`src/rtl/note_detector_pkg.sv`:
```
// Shared constants for the buzzer / note detector pair: base half-periods,
// octave codes, FSM state encoding and the reference-table helper.
// Latency: n/a (package). Backpressure: n/a.
package note_detector_pkg;

   // Width of the half-period counter and of every table entry.
   localparam int CNT_W = 21;

   // Octave codes, identical to the buzzer encoding.
   localparam logic [1:0] OCT_BASE = 2'b00;   // base half-period
   localparam logic [1:0] OCT_HALF = 2'b01;   // base >> 1 (one octave up)
   localparam logic [1:0] OCT_DBL  = 2'b10;   // base << 1 (one octave down)

   localparam logic [3:0] NOTE_FIRST = 4'd1;  // do
   localparam logic [3:0] NOTE_LAST  = 4'd7;  // si

   // Base half-periods in clock cycles, do..si.
   localparam logic [CNT_W-1:0] BASE_DO  = 21'd381680;
   localparam logic [CNT_W-1:0] BASE_RE  = 21'd340136;
   localparam logic [CNT_W-1:0] BASE_MI  = 21'd303030;
   localparam logic [CNT_W-1:0] BASE_FA  = 21'd285714;
   localparam logic [CNT_W-1:0] BASE_SOL = 21'd255102;
   localparam logic [CNT_W-1:0] BASE_LA  = 21'd227273;
   localparam logic [CNT_W-1:0] BASE_SI  = 21'd202429;

   typedef enum logic [1:0] {
      ST_WAIT   = 2'd0,
      ST_SEARCH = 2'd1,
      ST_DECIDE = 2'd2
   } state_t;

   // A detected tone: note number plus octave code.
   typedef struct packed {
      logic [3:0] note;
      logic [1:0] octave;
   } tone_id_t;

   function automatic logic [CNT_W-1:0] base_hp(input logic [3:0] n);
      logic [CNT_W-1:0] b;
      case (n)
         4'd1:    b = BASE_DO;
         4'd2:    b = BASE_RE;
         4'd3:    b = BASE_MI;
         4'd4:    b = BASE_FA;
         4'd5:    b = BASE_SOL;
         4'd6:    b = BASE_LA;
         4'd7:    b = BASE_SI;
         default: b = '0;
      endcase
      return b;
   endfunction

   // Expected measured count for note n in octave oct. The +1 accounts for
   // the counter restarting at 1 on the edge cycle. 'scale' shrinks the
   // whole table (0 = real buzzer timing).
   function automatic logic [CNT_W-1:0] ref_hp(input logic [3:0]  n,
                                                input logic [1:0]  oct,
                                                input int unsigned scale);
      logic [CNT_W-1:0] b;
      b = base_hp(n) >> scale;
      case (oct)
         OCT_HALF: b = b >> 1;
         OCT_DBL:  b = b << 1;
         default:  b = b;
      endcase
      return b + 21'd1;
   endfunction

endpackage

```
`src/rtl/note_detector_edge_sync.sv`:
```
// Synchronizes the asynchronous tone input and flags either transition.
// Latency: edge_o rises 2 cycles after tone_i is first sampled. Backpressure: none.
// Ports: clk/rst (sync, active-high); tone_i async square wave; edge_o one-cycle pulse.
module tone_edge_sync (
   input  logic clk,
   input  logic rst,
   input  logic tone_i,
   output logic edge_o
);

   logic meta_q;   // first synchronizer stage, may go metastable
   logic sync_q;   // second stage, safe to use
   logic prev_q;   // sync_q delayed one cycle for edge detection

   always_ff @(posedge clk) begin
      if (rst) begin
         meta_q <= 1'b0;
         sync_q <= 1'b0;
         prev_q <= 1'b0;
      end else begin
         meta_q <= tone_i;
         sync_q <= meta_q;
         prev_q <= sync_q;
      end
   end

   // Both inputs are flops, so the pulse is glitch-free.
   assign edge_o = sync_q ^ prev_q;

endmodule

```
`src/rtl/note_detector.sv`:
```
// Measures tone half-periods and names the note/octave once it is stable.
// Latency: outputs update 23 cycles after the qualifying edge pulse. Backpressure: none.
// Ports: clk/rst (sync, active-high); tone_in async square wave;
//        note/octave/note_valid detected tone; note_change one-cycle pulse on any change.
module note_detector
   import note_detector_pkg::*;
#(
   parameter int          STABLE_CNT  = 2,
   parameter int          TOL_SHIFT   = 6,
   parameter int          TIMEOUT     = 1048575,
   parameter int unsigned SCALE_SHIFT = 0
) (
   input  logic       clk,
   input  logic       rst,
   input  logic       tone_in,
   output logic [3:0] note,
   output logic [1:0] octave,
   output logic       note_valid,
   output logic       note_change
);

   localparam int SW = $clog2(STABLE_CNT + 1);
   localparam logic [CNT_W-1:0] TO_MAX     = CNT_W'(TIMEOUT);
   localparam logic [CNT_W-1:0] TO_PRE     = CNT_W'(TIMEOUT - 1);
   localparam logic [SW-1:0]    STREAK_MAX = SW'(STABLE_CNT);

   logic edge_pulse;

   tone_edge_sync u_edge_sync (
      .clk    (clk),
      .rst    (rst),
      .tone_i (tone_in),
      .edge_o (edge_pulse)
   );

   state_t           state_q,     state_d;
   logic [CNT_W-1:0] cnt_q,       cnt_d;
   logic             armed_q,     armed_d;
   logic [CNT_W-1:0] meas_q,      meas_d;
   logic [3:0]       srch_note_q, srch_note_d;
   logic [1:0]       srch_oct_q,  srch_oct_d;
   logic             found_q,     found_d;
   tone_id_t         hit_q,       hit_d;
   tone_id_t         cand_q,      cand_d;
   logic [SW-1:0]    streak_q,    streak_d;
   tone_id_t         out_q,       out_d;
   logic             valid_q,     valid_d;
   logic             change_q,    change_d;

   logic             timeout_hit;
   logic [CNT_W-1:0] cur_ref;
   logic [CNT_W-1:0] cur_tol;
   logic [CNT_W-1:0] cur_diff;
   logic             cur_hit;
   logic [SW-1:0]    streak_n;

   always_ff @(posedge clk) begin
      if (rst) begin
         state_q     <= ST_WAIT;
         cnt_q       <= '0;
         armed_q     <= 1'b0;
         meas_q      <= '0;
         srch_note_q <= '0;
         srch_oct_q  <= '0;
         found_q     <= 1'b0;
         hit_q       <= '0;
         cand_q      <= '0;
         streak_q    <= '0;
         out_q       <= '0;
         valid_q     <= 1'b0;
         change_q    <= 1'b0;
      end else begin
         state_q     <= state_d;
         cnt_q       <= cnt_d;
         armed_q     <= armed_d;
         meas_q      <= meas_d;
         srch_note_q <= srch_note_d;
         srch_oct_q  <= srch_oct_d;
         found_q     <= found_d;
         hit_q       <= hit_d;
         cand_q      <= cand_d;
         streak_q    <= streak_d;
         out_q       <= out_d;
         valid_q     <= valid_d;
         change_q    <= change_d;
      end
   end

   always_comb begin
      state_d     = state_q;
      cnt_d       = cnt_q;
      armed_d     = armed_q;
      meas_d      = meas_q;
      srch_note_d = srch_note_q;
      srch_oct_d  = srch_oct_q;
      found_d     = found_q;
      hit_d       = hit_q;
      cand_d      = cand_q;
      streak_d    = streak_q;
      out_d       = out_q;
      valid_d     = valid_q;
      change_d    = 1'b0;
      streak_n    = '0;

      // Table entry currently under test and its match window.
      cur_ref  = ref_hp(srch_note_q, srch_oct_q, SCALE_SHIFT);
      cur_tol  = cur_ref >> TOL_SHIFT;
      cur_diff = (meas_q >= cur_ref) ? (meas_q - cur_ref) : (cur_ref - meas_q);
      cur_hit  = (cur_diff <= cur_tol);

      // Half-period counter: restarts at 1 on the edge cycle so that the
      // value seen on the next edge equals the full half-period.
      if (edge_pulse) begin
         cnt_d = 21'd1;
      end else if (cnt_q != TO_MAX) begin
         cnt_d = cnt_q + 21'd1;
      end

      // Fires once, on the cycle the counter steps onto TIMEOUT; an edge in
      // the same cycle restarts the counter instead.
      timeout_hit = !edge_pulse && (cnt_q == TO_PRE);

      if (edge_pulse && (state_q != ST_WAIT)) begin
         // Edge during a search: the measurement in flight is abandoned and
         // the new edge only restarts the counter.
         state_d  = ST_WAIT;
         streak_d = '0;
      end else begin
         case (state_q)
            ST_WAIT: begin
               if (edge_pulse) begin
                  if (armed_q) begin
                     meas_d      = cnt_q;
                     srch_note_d = NOTE_FIRST;
                     srch_oct_d  = OCT_BASE;
                     found_d     = 1'b0;
                     state_d     = ST_SEARCH;
                  end else begin
                     // Reference edge: starts timing, nothing to measure yet.
                     armed_d = 1'b1;
                  end
               end
            end

            ST_SEARCH: begin
               // First match wins; the scan always runs all 21 entries so the
               // decision latency is fixed.
               if (cur_hit && !found_q) begin
                  found_d      = 1'b1;
                  hit_d.note   = srch_note_q;
                  hit_d.octave = srch_oct_q;
               end
               if (srch_note_q == NOTE_LAST) begin
                  srch_note_d = NOTE_FIRST;
                  if (srch_oct_q == OCT_DBL) begin
                     state_d = ST_DECIDE;
                  end else begin
                     srch_oct_d = srch_oct_q + 2'd1;
                  end
               end else begin
                  srch_note_d = srch_note_q + 4'd1;
               end
            end

            ST_DECIDE: begin
               state_d = ST_WAIT;
               if (found_q) begin
                  if (hit_q == cand_q) begin
                     streak_n = (streak_q == STREAK_MAX) ? streak_q : (streak_q + 1'b1);
                  end else begin
                     cand_d   = hit_q;
                     streak_n = SW'(1);
                  end
                  streak_d = streak_n;
                  // Only a genuinely new tone is published; re-confirming the
                  // current one stays silent.
                  if ((streak_n == STREAK_MAX) && (!valid_q || (hit_q != out_q))) begin
                     out_d    = hit_q;
                     valid_d  = 1'b1;
                     change_d = 1'b1;
                  end
               end else begin
                  streak_d = '0;
                  cand_d   = '0;
               end
            end

            default: state_d = ST_WAIT;
         endcase
      end

      if (timeout_hit) begin
         out_d    = '0;
         valid_d  = 1'b0;
         change_d = valid_q;
         streak_d = '0;
         cand_d   = '0;
         armed_d  = 1'b0;
         state_d  = ST_WAIT;
      end
   end

   assign note        = out_q.note;
   assign octave      = out_q.octave;
   assign note_valid  = valid_q;
   assign note_change = change_q;

endmodule

```
`config.mk`:
```
export PLATFORM = sky130hd
export DESIGN_NAME = note_detector
export DESIGN_NICKNAME = d
export VERILOG_FILES = /design/src/rtl/note_detector_pkg.sv /design/src/rtl/note_detector_edge_sync.sv /design/src/rtl/note_detector.sv
export SDC_FILE = /design/constraint.sdc
export NUM_CORES = 1
export LEC_CHECK = 0
export CORE_MARGIN = 1.5
export CORE_UTILIZATION = 65
export DETAILED_ROUTE_END_ITERATION = 10
export HOLD_SLACK_MARGIN = 0.15
export PLACE_DENSITY = 0.81
export SKIP_CTS_REPAIR_TIMING = 1
export SYNTH_ARGS = -nofsm -noshare
export SYNTH_HDL_FRONTEND = slang
export SYNTH_SLANG_ARGS = --single-unit
```
`constraint.sdc`:
```
create_clock -name clk -period 17.73 [get_ports clk]
set_input_delay 3.546 -clock clk [delete_from_list [all_inputs] [get_ports clk]]
set_output_delay 3.546 -clock clk [all_outputs]
set_load 0.01 [all_outputs]
```
==> results by group <==
Timing
  – Slew margin rel.: a little over a third
  – Hold_ws: ~450 ps
  – RSZ-0062 raised after global routing: no
  – Final Critical Period: between 9000 and 10000 ps
  – Final hold violations: 0
  – Max Slew Vio Count: 0
  – Final period util: between 50 and 60%
  – Clk_skew: 11.7 ps
  – Final setup vio count: 0
  – F_max: around 110 MHz
  – Setup_tns: 0 ps
  – Slew @ Worst Pin: 979 ps

Clock network
  – Skew-Pair Late Insertion Delay: around 360 ps
  – CTS tree: done
  – Root Driver: clkbuf_8
  – Inserted Clock Buffers: 9
  – Worst-case clock buffer depth: 2
  – CTS Sinks: between 70 and 80
  – H-tree Lvls: 3
  – Clk pin slew, worst setup/hold paths: roughly 70 ps

Global route
  – Initial antenna violation count: 0
  – GRT Util Overall: approximately a third
  – Largest net degree at the start of global routing: 42
  – Vias in the first global route: roughly 6300
  – First-pass GRT wire length: ~30000 um
  – Remaining Overflow, GRT: 0

Detailed routing
  – Routed wl met3: 1670 um
  – Via-to-Cell Ratio: ~6.4
  – DRT Wirelength: roughly 18000 um
  – Routed Antenna Nets: 0
  – DR iter-0 viols: ~600
  – DRT Pass-1 Iters: 6
  – M1 WL: about 7800 um
  – WL met2: 8320 um
  – Top Metal Used: met4
  – Wirelength per Cell: ~18 um
  – Drt drc: 0
  – Via Count: 6755

Pwr
  – Switching Share: between 30% and 40%
  – P_int: 0.285 mW
  – Psw: roughly 0.12 mW
  – Sequential share of power: 42.9%
  – Pwr Density: 56.5 nW/um^2
  – Combinational Power Share: 25.2%
  – Pwr Total: a little over 0.4 mW
  – Clock power frac: 31.9%
  – Worst IR Drop VDD: between 90 and 100 uV
  – Leakage: approximately 2.8 nW

Final layout
  – Final #Nets: ~970
  – Fraction of layout cells with a size suffix above 1: slightly below 5%
  – Final core utilization: 69.8%
  – Antenna Cells: 0
  – Area Overhead vs Synth: 4.17%
  – Most frequent cells in the layout: nor2_1, nand2_1, dfxtp_1, a21oi_1, inv_1

Synth
  – Synth area leader: dfxtp_1
  – Synth Flop Type: dfxtp_1
  – Synthesized flop and latch total: between 70 and 80
  – Cell Area, Synth: a little under 7000 sq um
  – Post-synth ARST share: 0%
  – Synth cell types: 78
  – Cells after Synth: roughly 930
  – Area share of the largest cell type after synthesis: between 20% and 30%
  – Net count after synthesis: 997
  – Seq/Total Area, Yosys: approximately 22%
  – Number of synthesized flops with an enable pin: 0
  – Synth warnings: 0
  – Post-synthesis area per instance: between 7 and 8 sq um
  – Ranking of synthesized cells by area: dfxtp_1, ha_1, nand2_1

Status
  – Status: completed

Placed design
  – HPWL after detailed placement: around 14000 um
  – RD Place Congestion: slightly above 1
  – IO buf count: 10

Floorplan
  – IO Count: 11
  – DIE WIDTH: around 110 um
  – Die Area: ~11000 sq um
  – Die height: 106 um
  – Cell row count: 37
  – Core footprint: 10400 sq um
  – Starting Density: between 60 and 70%

Worst setup path
  – Crit path kind: flip-flop to flip-flop
  – Worst EP required: between 15000 and 20000 ps
  – Crit path arrival time: 9490 ps
  – CP peak stage delay: between 600 and 700 ps
  – R2R depth: 35
  – CP top delay family: compound AO/OA/AOI/OAI gates
  – Critical path depth: 35
  – Critical Path Sink Type: flip-flop
  – Slowest cell on the critical path: nor3b_1
  – Worst Path Max Fanout: 24
  – Startpoint types: flip-flop
  – CP Buf/Inv Count: 1

Worst hold path
  – Hold WC Path Type: flip-flop to flip-flop
  – Hold Path Depth: 1

Run
  – Maxcap violations: 0
==> per-stage QoR <==
step                worst slack, ps  instances  area, sq um
floorplan                      9980        933         6950
global placement               9140       1032         7040
detailed placement             8880       1032         7040
CTS                            8770       1048         7240
global route                   7950       1048         7240
finish                         8470       1048         7240
==> sequential cells by signal, indices dropped and copies added (netlist names) <==
| signal | count |
|---|---|
| cnt_q | 21 |
| meas_q | 21 |
| cand_q | 6 |
| hit_q | 6 |
| note | 4 |
| srch_note_q | 4 |
| octave | 2 |
| srch_oct_q | 2 |
| state_q | 2 |
| streak_q | 2 |
| armed_q | 1 |
| found_q | 1 |
| note_change | 1 |
| note_valid | 1 |
| u_edge_sync.meta_q | 1 |
| u_edge_sync.prev_q | 1 |
| u_edge_sync.sync_q | 1 |
==> synth_stat cells (all sizes together) (8+ instances only) <==
cell / instances
nand2: 101
nor2: 100
dfxtp: 77
a21oi: 73
inv: 65
ha: 59
clkbuf: 39
xor2: 34
o21ai: 31
mux2i: 30
nand3: 30
a21o: 23
xnor2: 23
nand4: 22
nand2b: 21
nor2b: 20
nor3: 19
a211oi: 11
and2: 10
buf: 10
or2: 9
a31oi: 8
and3: 8
nor4: 8
==> power by group through the flow <==
| stage | clock, mW | sequential [mW] | combinational (mW) |
|---|---|---|---|
| floorplan | 0 | 0.179 | 0.0788 |
| global placement | 0 | 0.180 | 0.0961 |
| detailed placement | 0 | 0.180 | 0.0980 |
| CTS | 0.135 | 0.176 | 0.0986 |
| global route | 0.141 | 0.176 | 0.110 |
| finish | 0.131 | 0.176 | 0.103 |
==> worst paths after layout <==
kind | startpoint | endpoint | slack (ps)
setup / recovery | srch_oct_q[0] | hit_q[1] | 8470
hold / removal | u_edge_sync.meta_q | u_edge_sync.sync_q | 450
setup reg to reg | srch_oct_q[0] | hit_q[1] | 8470
hold reg to reg | u_edge_sync.meta_q | u_edge_sync.sync_q | 450
==> area by class of cell <==
cell class,count,area (sq um)
Multi-Input combinational cell,742,4970
Fill cell,883,3130
Sequential cell,77,1540
Inverter,65,244
Tap cell,136,170
Clock buffer,10,138
Timing Repair Buffer,12,115
Clock inverter,6,62.6
==> layer usage <==
metal  vias up  global-route usage [%]
met4         0                    13.6
li1       3255                       -
met2       326                    52.9
met1      3115                    42.9
met3        59                    8.09
met5         -                       0
==> logic make-up (layout without fill, tap and decap cells) <==
group | after synthesis | after routing | synth area share [%]
AOI/OAI and AO/OA | 224 | 224 | 22.6
xor gates and xnor gates | 57 | 57 | 7.18
adders and majority gates | 62 | 62 | 11.3
buffers and inverters | 114 | 93 | 6.32
DFF | 77 | 77 | 22.2
muxes | 33 | 33 | 4.86
and+or+nand+nor | 366 | 366 | 25.6
(Power assumes the default switching activity.)
